--- config.mk ---
export PLATFORM = sky130hd
export DESIGN_NAME = traffic_req_gen
export DESIGN_NICKNAME = d
export VERILOG_FILES = /design/src/rtl/traffic_pkg.sv /design/src/rtl/btn_debounce.sv /design/src/rtl/traffic_req_gen.sv
export SDC_FILE = /design/constraint.sdc
export NUM_CORES = 1
export LEC_CHECK = 0
export CAP_MARGIN = 20
export CELL_PAD_IN_SITES_DETAIL_PLACEMENT = 0
export CELL_PAD_IN_SITES_GLOBAL_PLACEMENT = 1
export CORE_UTILIZATION = 49
export DETAILED_ROUTE_END_ITERATION = 8
export PLACE_DENSITY_LB_ADDON = 0.3
export SYNTH_ARGS = -nofsm -noshare
export SYNTH_HDL_FRONTEND = slang
export SYNTH_SLANG_ARGS = --single-unit
--- constraint.sdc ---
create_clock -name clk_in -period 3.3 [get_ports clk_in]
set_clock_uncertainty 0.1 [all_clocks]
set_input_delay 0.825 -clock clk_in [delete_from_list [all_inputs] [get_ports clk_in]]
set_output_delay 0.825 -clock clk_in [all_outputs]
set_load 0.1 [all_outputs]
--- src/rtl/traffic_pkg.sv ---
`default_nettype none
// ============================================================================
// Module   : traffic_pkg
// Brief    : Shared state encoding, parameter defaults and lamp helper for the
//            priority-request generator.
// Revision : 1.0 - initial release
// ============================================================================
package traffic_pkg;

    // Parameter defaults used by traffic_req_gen and btn_debounce
    localparam int unsigned C_DEB_CYC     = 16;
    localparam int unsigned C_HOLD_SEC    = 10;
    localparam int unsigned C_COOL_SEC    = 5;
    localparam int unsigned C_CONFIRM_SEC = 2;

    // Width of the per-state tick counter (saturating)
    localparam int unsigned C_TCNT_W = 8;

    typedef enum logic [2:0] {
        S_IDLE  = 3'd0,
        S_HOLD1 = 3'd1,
        S_HOLD2 = 3'd2,
        S_COOL  = 3'd3,
        S_FAULT = 3'd4
    } state_e;

    // True when exactly one of the three lamps of a road is lit
    function automatic logic lamp_one_lit(input logic r, input logic g, input logic y);
        return (r ^ g ^ y) & ~(r & g & y);
    endfunction

endpackage
`default_nettype wire

--- src/rtl/btn_debounce.sv ---
`default_nettype none
// ============================================================================
// Module   : btn_debounce
// Brief    : Two-flop synchronizer plus stability debouncer for one raw button.
//            'rise' pulses for one cycle when the debounced level goes 0->1,
//            but only once the synchronized input has been seen low after
//            reset, so a button held through reset release is ignored.
// Revision : 1.0 - initial release
// ============================================================================
module btn_debounce
    import traffic_pkg::*;
#(
    parameter int unsigned DEB_CYC = C_DEB_CYC
) (
    input  logic clk_in,
    input  logic rst_n,
    input  logic din,
    output logic dout,
    output logic rise
);

    localparam int unsigned          C_CNT_W    = (DEB_CYC > 1) ? $clog2(DEB_CYC) : 1;
    localparam logic [C_CNT_W-1:0]   C_CNT_LAST = C_CNT_W'(DEB_CYC - 1);

    logic               sync1_q;
    logic               sync2_q;
    logic [1:0]         vld_q;
    logic               arm_q;
    logic [C_CNT_W-1:0] cnt_q;
    logic               dout_q;
    logic               rise_q;

    // Synchronizer; vld_q[1] marks that sync2_q holds a genuinely sampled value
    always_ff @(posedge clk_in or negedge rst_n) begin
        if (!rst_n) begin
            sync1_q <= 1'b0;
            sync2_q <= 1'b0;
            vld_q   <= 2'b00;
        end else begin
            sync1_q <= din;
            sync2_q <= sync1_q;
            vld_q   <= {vld_q[0], 1'b1};
        end
    end

    // Accept a new level after DEB_CYC consecutive differing samples
    always_ff @(posedge clk_in or negedge rst_n) begin
        if (!rst_n) begin
            cnt_q  <= '0;
            dout_q <= 1'b0;
            rise_q <= 1'b0;
            arm_q  <= 1'b0;
        end else begin
            rise_q <= 1'b0;
            if (sync2_q == dout_q) begin
                cnt_q <= '0;
            end else if (cnt_q == C_CNT_LAST) begin
                cnt_q  <= '0;
                dout_q <= sync2_q;
                rise_q <= sync2_q & arm_q;
            end else begin
                cnt_q <= cnt_q + 1'b1;
            end
            if (vld_q[1] && !sync2_q) begin
                arm_q <= 1'b1;
            end
        end
    end

    assign dout = dout_q;
    assign rise = rise_q;

endmodule
`default_nettype wire

--- src/rtl/traffic_req_gen.sv ---
`default_nettype none
// ============================================================================
// Module   : traffic_req_gen
// Brief    : Turns debounced priority-button presses into timed hold requests
//            for a two-road light controller, with cool-down, green-confirm
//            timeout and sticky lamp-conflict fault.
// Revision : 1.0 - initial release
// ============================================================================
module traffic_req_gen
    import traffic_pkg::*;
#(
    parameter int unsigned DEB_CYC     = C_DEB_CYC,
    parameter int unsigned HOLD_SEC    = C_HOLD_SEC,
    parameter int unsigned COOL_SEC    = C_COOL_SEC,
    parameter int unsigned CONFIRM_SEC = C_CONFIRM_SEC
) (
    input  logic clk_in,
    input  logic rst_n,
    input  logic tick,
    input  logic btn1,
    input  logic btn2,
    input  logic r1,
    input  logic g1,
    input  logic y1,
    input  logic r2,
    input  logic g2,
    input  logic y2,
    output logic hold1,
    output logic hold2,
    output logic busy,
    output logic fault
);

    // Counter value seen on the tick that completes each timed interval
    localparam logic [C_TCNT_W-1:0] C_HOLD_LAST = C_TCNT_W'(HOLD_SEC - 1);
    localparam logic [C_TCNT_W-1:0] C_COOL_LAST = C_TCNT_W'(COOL_SEC - 1);
    localparam logic [C_TCNT_W-1:0] C_CONF_LAST = C_TCNT_W'(CONFIRM_SEC - 1);

    state_e                state_q, state_d;
    logic                  pend1_q, pend1_d;
    logic                  pend2_q, pend2_d;
    logic                  seen_q;
    logic [C_TCNT_W-1:0]   tcnt_q, tcnt_d;
    logic                  hold1_q, hold2_q, busy_q, fault_q;

    logic w_rise1, w_rise2, w_lvl1, w_lvl2;
    logic w_conflict, w_green, w_seen, w_unused;

    btn_debounce #(.DEB_CYC(DEB_CYC)) u_btn1 (
        .clk_in (clk_in),
        .rst_n  (rst_n),
        .din    (btn1),
        .dout   (w_lvl1),
        .rise   (w_rise1)
    );

    btn_debounce #(.DEB_CYC(DEB_CYC)) u_btn2 (
        .clk_in (clk_in),
        .rst_n  (rst_n),
        .din    (btn2),
        .dout   (w_lvl2),
        .rise   (w_rise2)
    );

    // Debounced levels are not needed here; only the press pulses are
    assign w_unused = w_lvl1 | w_lvl2;

    assign w_conflict = (g1 & g2) | ~lamp_one_lit(r1, g1, y1) | ~lamp_one_lit(r2, g2, y2);
    assign w_green    = ((state_q == S_HOLD1) & g1) | ((state_q == S_HOLD2) & g2);
    assign w_seen     = seen_q | w_green;

    // Next-state, pending-flag and tick-counter logic
    always_comb begin
        state_d = state_q;
        pend1_d = pend1_q;
        pend2_d = pend2_q;
        case (state_q)
            S_IDLE: begin
                if (pend1_q | w_rise1) begin
                    state_d = S_HOLD1;
                    pend1_d = 1'b0;
                    pend2_d = pend2_q | w_rise2;
                end else if (pend2_q | w_rise2) begin
                    state_d = S_HOLD2;
                    pend2_d = 1'b0;
                end
            end
            S_HOLD1: begin
                pend2_d = pend2_q | w_rise2;
                if (tick && tcnt_q == C_CONF_LAST && !w_seen) begin
                    state_d = S_FAULT;
                end else if (tick && tcnt_q == C_HOLD_LAST) begin
                    state_d = S_COOL;
                end
            end
            S_HOLD2: begin
                pend1_d = pend1_q | w_rise1;
                if (tick && tcnt_q == C_CONF_LAST && !w_seen) begin
                    state_d = S_FAULT;
                end else if (tick && tcnt_q == C_HOLD_LAST) begin
                    state_d = S_COOL;
                end
            end
            S_COOL: begin
                pend1_d = pend1_q | w_rise1;
                pend2_d = pend2_q | w_rise2;
                if (tick && tcnt_q == C_COOL_LAST) begin
                    state_d = S_IDLE;
                end
            end
            S_FAULT: begin
                state_d = S_FAULT;
            end
            default: begin
                state_d = S_FAULT;
            end
        endcase
        if (w_conflict) begin
            state_d = S_FAULT;
        end
        if (state_d == S_FAULT) begin
            pend1_d = 1'b0;
            pend2_d = 1'b0;
        end
        // Counter restarts on every state entry; the entry-cycle tick is lost
        if (state_d != state_q) begin
            tcnt_d = '0;
        end else if (tick && tcnt_q != {C_TCNT_W{1'b1}}) begin
            tcnt_d = tcnt_q + 1'b1;
        end else begin
            tcnt_d = tcnt_q;
        end
    end

    // FSM state and registered outputs decoded from the next state
    always_ff @(posedge clk_in or negedge rst_n) begin
        if (!rst_n) begin
            state_q <= S_IDLE;
            pend1_q <= 1'b0;
            pend2_q <= 1'b0;
            seen_q  <= 1'b0;
            tcnt_q  <= '0;
            hold1_q <= 1'b0;
            hold2_q <= 1'b0;
            busy_q  <= 1'b0;
            fault_q <= 1'b0;
        end else begin
            state_q <= state_d;
            pend1_q <= pend1_d;
            pend2_q <= pend2_d;
            seen_q  <= (state_d != state_q) ? 1'b0 : w_seen;
            tcnt_q  <= tcnt_d;
            hold1_q <= (state_d == S_HOLD1);
            hold2_q <= (state_d == S_HOLD2);
            busy_q  <= (state_d != S_IDLE);
            fault_q <= (state_d == S_FAULT);
        end
    end

    assign hold1 = hold1_q;
    assign hold2 = hold2_q;
    assign busy  = busy_q;
    assign fault = fault_q;

endmodule
`default_nettype wire

# Word level (Yosys, flattened, before mapping)
# Cells that the tools add are included.
word_totals:
  register_bits: 40
  in_bits: 11
  out_inout_bits: 4
classes:
  eq_ne: 17
  n_bitwise: 27
  muxes: 25
  n_addsub: 3
  n_reduce_logical: 22
op_table:
  columns: ["op", "n"]
  rows:
  - ["3-bit 2-to-1 mux", 6]
  - ["4-bit 2-to-1 mux", 4]
  - ["8-bit 2-to-1 mux", 2]
  - ["1-bit AND", 11]
  - ["1-bit 2-to-1 mux", 10]
  - ["3-bit by 2-bit == test with 1-bit output, second input constant", 3]
  - ["3-bit case mux with 3 select lines", 1]
  - ["3-bit nonzero test", 3]
  - ["4-bit by 1-bit adder with 4-bit output, second input constant", 2]
  - ["8-bit by 1-bit adder with 8-bit output, second input constant", 1]
  - ["4-bit == test, second input constant", 2]
  - ["8-bit by 1-bit == test with 1-bit output, second input constant", 1]
  - ["8-bit by 3-bit == test with 1-bit output, second input constant", 1]
  - ["8-bit by 4-bit == test with 1-bit output, second input constant", 1]
  - ["8-bit != test, second input constant", 1]
  - ["2-bit AND reduction", 4]
  - ["1-bit logical AND", 7]
  - ["3-bit by 1-bit == test with 1-bit output, second input constant", 2]
  - ["1-bit inverter", 6]
  - ["1-bit bitwise OR", 6]
  - ["2-bit OR reduction", 3]
  - ["4-bit != test, second input constant", 1]
  - ["1-bit case mux with 2 select lines", 2]
  - ["1-bit XOR", 4]
  - ["other kinds (7)", 10]

# Longest topological paths before layout
# Gate-level depths: netlist of run 1.
logic_depth:
  ltp_word: 12
  depth_mapped: 8

# By module
# A second synthesis of run 1 with hierarchy kept.
hier_totals:
  hier_cells: 194
  area_unflattened_um2: 1993.2
modules_own_cells:
  columns: ["module", "seq_area_each_um2", "cells_each", "area_per_inst_um2", "n_inst"]
  rows:
  - ["traffic_req_gen", 450.4, 134, 1207.4, 1]
  - ["btn_debounce", 275.3, 30, 392.9, 2]

# Worst setup path after synthesis of run 1
# OpenSTA, ideal clock, no wires.
synth_timing:
  kind: "input-to-reg"
  start: "input port r1"
  end: "register tcnt_q[0]"
  path_stages: 6
  setup_slack_ns: 0.786
  t_arrival_ns: 2.275
  setup_ns: 0.139
  cell_sequence: "ha_1 -> nor3b_1 -> o211ai_1 -> or3_2 -> o2bb2ai_2 -> nor3_1"
synth_between:
  elab_chain_cells: 10
  word_cells_on_any_way: 13
  classes_between: "1 x eq/ne; 2 x mux; 9 x bitwise; 1 x reduce/logical"
synth_rtl:
  columns: ["element", "line_no", "text"]
  rows:
  - ["from (decl)", "traffic_req_gen.sv:22", "input logic r1,"]
  - ["1-bit AND (2 in series)", "traffic_pkg.sv:29", "return (r ^ g ^ y) & ~(r & g & y);"]
  - ["1-bit inverter", "traffic_pkg.sv:29", null]
  - ["1-bit AND (*)", "traffic_pkg.sv:29", null]
  - ["1-bit inverter (*)", "traffic_req_gen.sv:68", "assign w_conflict = (g1 & g2) | ~lamp_one_lit(r1, g1, y1) | ~lamp_one_lit(r2, g2, y2);"]
  - ["1-bit bitwise OR (*) (2 in series)", "traffic_req_gen.sv:68", null]
  - ["3-bit 2-to-1 mux (*)", "traffic_req_gen.sv:118", "if (w_conflict) begin"]
  - ["3-bit != test (*)", "traffic_req_gen.sv:126", "if (state_d != state_q) begin"]
  - ["8-bit 2-to-1 mux / 2-bit nonzero test (equally long branches)", null, null]
  - ["to (signal assigned)", "traffic_req_gen.sv:152", "tcnt_q <= tcnt_d;"]
  - ["to (decl)", "traffic_req_gen.sv:43", "logic [C_TCNT_W-1:0] tcnt_q, tcnt_d;"]
# Every way passes the cells marked *; elsewhere a longest branch is shown, timed or not.
# A chain may end at the register's enable or synchronous reset.

# Final worst setup path of run 1
layout_timing:
  start: "input port g1"
  end: "register tcnt_q[7]"
layout_between:
  elab_chain_cells: 10
  word_cells_on_any_way: 21
  classes_between: "1 x eq/ne; 4 x mux; 13 x bitwise; 3 x reduce/logical"
layout_rtl:
  columns: ["element", "line_no", "text"]
  rows:
  - ["from (decl)", "traffic_req_gen.sv:23", "input logic g1,"]
  - ["1-bit AND, on equally long branches", "traffic_req_gen.sv:69, traffic_pkg.sv:29", null]
  - ["1-bit bitwise OR / 1-bit AND (equally long branches)", "traffic_req_gen.sv:69, traffic_pkg.sv:29", null]
  - ["1-bit bitwise OR / 1-bit inverter (equally long branches)", "traffic_req_gen.sv:70, traffic_pkg.sv:29", null]
  - ["1-bit logical NOT / 1-bit AND (equally long branches)", "traffic_req_gen.sv:90, traffic_req_gen.sv:98, traffic_pkg.sv:29", null]
  - ["1-bit logical AND / 1-bit inverter (equally long branches)", "traffic_req_gen.sv:90, traffic_req_gen.sv:98, traffic_req_gen.sv:68", null]
  - ["3-bit 2-to-1 mux / 1-bit bitwise OR (equally long branches)", "traffic_req_gen.sv:90, traffic_req_gen.sv:68", null]
  - ["3-bit case mux with 3 select lines / 1-bit bitwise OR (equally long branches)", "traffic_req_gen.sv:77, traffic_req_gen.sv:68", null]
  - ["3-bit 2-to-1 mux (*)", "traffic_req_gen.sv:118", null]
  - ["3-bit != test (*)", "traffic_req_gen.sv:126", null]
  - ["8-bit 2-to-1 mux / 2-bit nonzero test (equally long branches)", null, null]
# Marks and branches as above.

==> out/summary.txt, run 1 <==
Core area - 3770 sq um
HP Class - flop to flop
Synth Area in Adders - 4.40%
Leading area contributor after synthesis - dfrtp_1
DRT antenna net count - 0
DR WL/cell - 15.2 um
Layout area overhead - 13.9%
First-pass GRT wire length - 6560 um
CP required - 3350 ps
CTS Buf Count - 5
Synth cell count leaders - dfrtp_1, a21oi_1, nor3_1
Remaining Overflow, GRT - 0
Average vias per placed instance - 5.80
Post-synthesis xor/xnor area fraction - 4.40%
Finished Core Util - 60.2%
Worst slew margin - 44.6%
Syn Area/Cell - 10.7 sq um
YS warnings - 0
Vias in the first global route - 1,413
Setup crit start kind - input pin
Leak Pwr - 0.962 nW
H-tree levels - 2
Sequential cell area fraction in the yosys report - 47.7%
Dpl ws - 61.8 ps
Drt total wl - 3830 um
Slowest CP cell - clkdlybuf4s50_1
Fill count - 318
Post-synth EDFFs - 0
Simple-Gate Fraction of Synth Area - 22.9%
Post-route DRC - 0
Yosys top cell area share - 47.7%
FMAX - 339 MHz
Post-CTS setup buffers - 0
Minimum clock period - 2950 ps
Multiplexer share of the synthesized area - 1.51%
Crit-path max FO - 9
CTS sink cnt - 38
Clk_lat worst skew - 280 ps
Peak supply drop - 0.000330 V
Hold Buf Count CTS - 0
Antenna violations before repair - 0
Syn Inst Count - 186
Post-Syn Nets - 204
Final Max Slew Viols - 0
Critical path's largest stage delay - 510 ps
Most numerous cell in the Yosys netlist - dfrtp_1
Setup ws final - 346 ps
DP HPWL - 2760 um
FP Rows - 22
Largest family of logic cells by synthesized area - simple AND/OR/NAND/NOR gates
Drt first pass iters - 4
Mapped cell area - 1990 sq um
RSZ-0062 raised after global routing - no
# IOs - 15
CP cell instances - clkdlybuf4s50_1 -> ha_1 -> nor3b_1 -> o211ai_1 -> or3_2 -> o2bb2ai_2 -> nor3_1
Placer Congestion - 0.867
Synth cell types - 56
Ranking of synthesized cells by area - dfrtp_1, ha_1, a21oi_1
Number of DRC markers in iteration 0 - 113
Hold Violations, Final - 0
Crit share post-route - 89.5%
Die width - 65.8 um
Main synth FF type - dfrtp_1
Post-cts resize count - 0
Worst slew pin tran - 831 ps
Final #Nets - 223
Setup_tns - 0 ps
Synth Area in Compound Gates - 15.3%
CP Data Arrival Time - 3000 ps
Layout cells sized above 1 - 14.6%
CTS tree - done
Starting Density - 52.8%
Max cap viols - 0
#FFs+latches synth - 38
Die ar. - 4320 sq um
Total track usage - 20.4%
Power per cell area - 530 nW/um^2
Setup violators final - 0
Critical path class - input pin to flop
Die height - 65.8 um
Largest net degree at the start of global routing - 39
Async SR Flop Fraction - 100%
Clk slew on worst S/H paths - 70 ps
Root Driver - clkbuf_8
Port bufs - 14
Status - finished, final reports clean
Critical path endpoint category - flop
Routed via count - 1,467
Ant diodes - 0
Clock Tree Buf Depth - 2
[cells in the final DEF, fill, tap and decap left out, drive strengths merged, types with 2 or more instances in the layout]
| master | netlist | final |
|---|---|---|
| nor2 | 7 | 7 |
| dfrtp | 38 | 38 |
| or4b | 2 | 2 |
| nand3 | 8 | 8 |
| nor4 | 3 | 3 |
| clkbuf | 3 | 6 |
| ha | 7 | 7 |
| nor3 | 13 | 13 |
| clkdlybuf4s50 | 0 | 9 |
| and2b | 2 | 2 |
| xnor2 | 6 | 6 |
| o31a | 2 | 2 |
| nor3b | 4 | 4 |
| and3 | 3 | 3 |
| nand2 | 10 | 10 |
| mux2i | 3 | 3 |
| nor2b | 4 | 4 |
| or2b | 2 | 2 |
| a211o | 2 | 2 |
| a21oi | 12 | 12 |
| o21ai | 10 | 10 |
| and3b | 3 | 3 |
| xor2 | 4 | 4 |
| a21o | 3 | 3 |
| nand3b | 2 | 2 |
| nand4b | 2 | 2 |
| a211oi | 2 | 2 |
| inv | 9 | 9 |
| buf | 1 | 7 |
[per-layer routing]
metal  share of wire (%)  wire (um)  vias up  GRT usage [%]
met3                 3.4        132        4           4.86
met1                  46       1770      718           26.0
met4                0.94         36        0           5.71
met2                  49       1890       31           34.2
met5                   0          0        -              0
li1                    -          -      714              -
[report_power, final]
group,internal (W),leakage (nW),total [W],switching [W]
registers,0.000516,0.474,0.000586,0.0000698
clock network,0.000242,0.0573,0.000395,0.000153
logic,0.000104,0.431,0.000222,0.000118
total,0.000862,0.962,0.00120,0.000341
[cells by family after synthesis]
logic type / Yosys count
buffers and inverters: 13
DFF: 38
adders and majority gates: 7
muxes: 3
and+or+nand+nor: 72
xor gates and xnor gates: 10
AOI/OAI and AO/OA: 42
other: 1
[cell type report]
cell class / count / area, sq um / share of cell area, %
sequential: 38 / 951 / 41.9
clock inverter: 1 / 30.0 / 1.32
inverter: 9 / 33.8 / 1.49
timing repair buffer: 16 / 140 / 6.18
tap: 48 / 60.1 / 2.65
clock buffer: 6 / 82.6 / 3.64
multi-input combinational: 135 / 971 / 42.8
[path summary, 6_finish.rpt]
kind | depth (start not counted) | to | start | slack [ps]
worst max-delay path | 7 | tcnt_q[7] | g1 | 350
worst min-delay path | 0 | u_btn1.sync2_q | u_btn1.sync1_q | 250
worst max register to register | 7 | tcnt_q[7] | tcnt_q[1] | 820
worst min register to register | 0 | u_btn1.sync2_q | u_btn1.sync1_q | 250
max in group asynchronous | 1 | pend1_q | rst_n | 2030
min in group asynchronous | 1 | fault | rst_n | 530
[registers in the layout, summed over array words and instances, names as in the netlist, 3 cells and up]
register / count
u_btn2.cnt_q: 4
u_btn1.cnt_q: 4
tcnt_q: 8
state_q: 3
[per-stage QoR]
step / area [sq um] / cells / hold slack, ps / total power, W
final: 2270 / 253 / 248 / 0.00120
after global routing: 2270 / 253 / 258 / 0.00127
after CTS: 2270 / 253 / 252 / 0.00122
after detailed placement: 2160 / 246 / 236 / 0.000814
after global placement: 2160 / 246 / 231 / 0.000798
after floorplan: 1990 / 186 / 231 / 0.000739
[worst max-delay path, delay by kind of cell]
kind                     cells  cell delay, ps
AO/OA/AOI/OAI                2             580
adder cells (fa/ha/maj)      1             260
buffers and inverters        1             510
AND/OR/NAND/NOR              3             830
Power figures use the tool's default switching activity.
==> inputs of run 2 (changes only) <==
Settings changed: ABC_AREA set to 1, CORE_ASPECT_RATIO set to 0.75, CORE_UTILIZATION 49 to 48.
==> run 2 against run 1 <==
Effect of this change:
- register-to-register slack better by 580 ps
- global-route usage is 1.3 points lower
- total power rose by 10%
- sequential power grew 0.9%
- hold slack better by 8.0 ps
- area after synthesis fell by 4.5%
- sequential cell count did not move
- clock-buffer cell count is 1 lower
- critical endpoint is now tcnt_q[5]
- largest cell class is now sequential cells
- highest routed layer unchanged
==> out/summary.txt, run 2 <==
Leading area contributor after synthesis - dfrtp_1
Critical path class - input pin to flop
Worst slew margin - 46.1%
Die width - 74.7 um
Layout area overhead - 17.2%
Antenna violations before repair - 0
Drt total wl - 3390 um
Hold Buf Count CTS - 0
Port bufs - 14
Status - finished, final reports clean
Most common cell after layout, fill and taps aside - dfrtp_1
Total track usage - 19.1%
Setup violators final - 0
Clk pwr share - 35.6%
YS warnings - 0
Final #Nets - 243
Critical path endpoint category - flop
#FFs+latches synth - 38
Hold Violations, Final - 0
Largest net degree at the start of global routing - 39
Switching part of the total - 28.1%
Sequential cell area fraction in the yosys report - 50.0%
Max cap viols - 0
Crit-path max FO - 9
Routed via count - 1,389
First-pass GRT wire length - 5910 um
Area after DPL - 2090 sq um
Setup ws final - 811 ps
Post-route cell area - 2230 sq um
Ranking of synthesized cells by area - dfrtp_1, nand2_1, inv_1
FMAX - 402 MHz
Synth cell types - 31
Mapped cell area - 1900 sq um
H-tree levels - 2
Final Max Slew Viols - 0
CP delay by family, top - simple AND/OR/NAND/NOR gates
CP cell instances - clkdlybuf4s50_1 -> ha_1 -> nand2_1 -> o2111ai_1 -> nor2_8 -> nand2_2 -> nand2_1 -> nand3_4 -> nor3_2
CP Data Arrival Time - 2610 ps
Finished Core Util - 59.7%
Clock Tree Buf Depth - 2
CTS Buf Count - 5
DRT antenna net count - 0
DP HPWL - 2390 um
Minimum clock period - 2490 ps
Critical path's largest stage delay - 510 ps
Setup crit start kind - input pin
Most used cell, CP - nand2_1
Average vias per placed instance - 5.00
Post-Syn Nets - 222
Peak supply drop - 0.000359 V
Die height - 56.5 um
Drt first pass iters - 4
Layout cells sized above 1 - 19.9%
Max reg flops - 8
Vias in the first global route - 1,339
Comb power frac - 19.9%
Root Driver - clkbuf_8
Post-synth EDFFs - 0
Ant diodes - 0
Setup_tns - 0 ps
Most flops, register - tcnt_q
Starting Density - 51.0%
Worst slew pin tran - 809 ps
Async SR Flop Fraction - 100%
Clk slew on worst S/H paths - 80 ps
Post-CTS setup buffers - 0
CTS tree - done
Slowest CP cell - clkdlybuf4s50_1
NetSw - 0.000374 W
Worst path bufs/invs - 1
Post-cts resize count - 0
RSZ-0062 raised after global routing - no
FP Rows - 19
Power per cell area - 596 nW/um^2
Yosys top cell area share - 50.0%
CTS sink cnt - 38
Syn Inst Count - 204
Core area - 3730 sq um
Most numerous cell in the Yosys netlist - dfrtp_1
Main synth FF type - dfrtp_1
Number of DRC markers in iteration 0 - 89
Crit share post-route - 75.4%
Synth cell count leaders - dfrtp_1, nand2_1, inv_1
HP Class - flop to flop
Post-route DRC - 0
Dpl ws - 492 ps
Biggest regs - tcnt_q x8, u_btn1.cnt_q x4, u_btn2.cnt_q x4
Remaining Overflow, GRT - 0
Syn Area/Cell - 9.32 sq um
CP required - 3420 ps
Die ar. - 4220 sq um
Sequential power share - 44.5%
Leak Pwr - 1.08 nW
DR WL/cell - 12.2 um
Clk_lat worst skew - 300 ps
Internal Power - 0.000955 W
# IOs - 15
Leading cell types in the layout, fill and taps excluded - dfrtp_1, nand2_1, inv_1, nor2_1
Placer Congestion - 0.833
==> run 2: cell count changes in the layout (fill, tap and decap cells not counted), sizes merged, moves of 4 or more <==
cell,change
a21oi,-8
o21ai,-7
nor2b,-4
nand2,+38
nor3b,-4
nor2,+22
inv,+18
==> run 2: cells by family after synthesis <==
group	after synthesis	synth area share (%)
AND/OR/NAND/NOR	106	30.2
flip-flops	38	50.0
buffers and inverters	28	5.59
other	1	0.197
XOR/XNOR	11	5.07
AO/OA/AOI/OAI	12	3.75
adder cells (fa/ha/maj)	7	4.61
multiplexers	1	0.592
==> run 2: area by class of cell <==
cell class                      instances  area [sq um]
Timing Repair Buffer                   14           125
Clock buffer                            5          68.8
Multi-Input combinational cell        138           845
Inverter                               28           106
Fill cell                             330          1500
Tap cell                               52          65.1
Sequential cell                        38           951
Clock inverter                          3          68.8
==> run 2: final timing paths <==
path                                     start         endpoint  slack, ps  depth (start not counted)
worst max-delay path                        g1        tcnt_q[5]        810                          9
worst min-delay path            u_btn2.sync1_q   u_btn2.sync2_q        260                          0
worst max register to register       tcnt_q[0]        tcnt_q[7]       1400                         10
worst min register to register  u_btn2.sync1_q   u_btn2.sync2_q        260                          0
max in group asynchronous                rst_n  u_btn2.cnt_q[0]       2070                          1
min in group asynchronous                rst_n            fault        520                          1
==> run 2: metal layers <==
layer	global-route usage, %	wire length (um)
met1	23.5	1530
met5	0	0
met3	5.57	144
met4	8.89	89
met2	30.8	1630
==> run 2: power by group through the flow <==
stage	Clock, W	Combinational (W)	Sequential [W]
after floorplan	0	0.000215	0.000582
after global placement	0	0.000259	0.000596
after detailed placement	0	0.000267	0.000599
after CTS	0.000482	0.000269	0.000591
after global routing	0.000500	0.000314	0.000599
final	0.000473	0.000265	0.000591
==> run 2: through the flow <==
stage / total power, W / instances / hold slack (ps)
2_1_floorplan: 0.000797 / 204 / 231
3_3_place_gp: 0.000855 / 270 / 232
3_5_place_dp: 0.000866 / 270 / 243
4_1_cts: 0.00134 / 278 / 262
5_1_grt: 0.00141 / 278 / 264
6_report: 0.00133 / 278 / 256
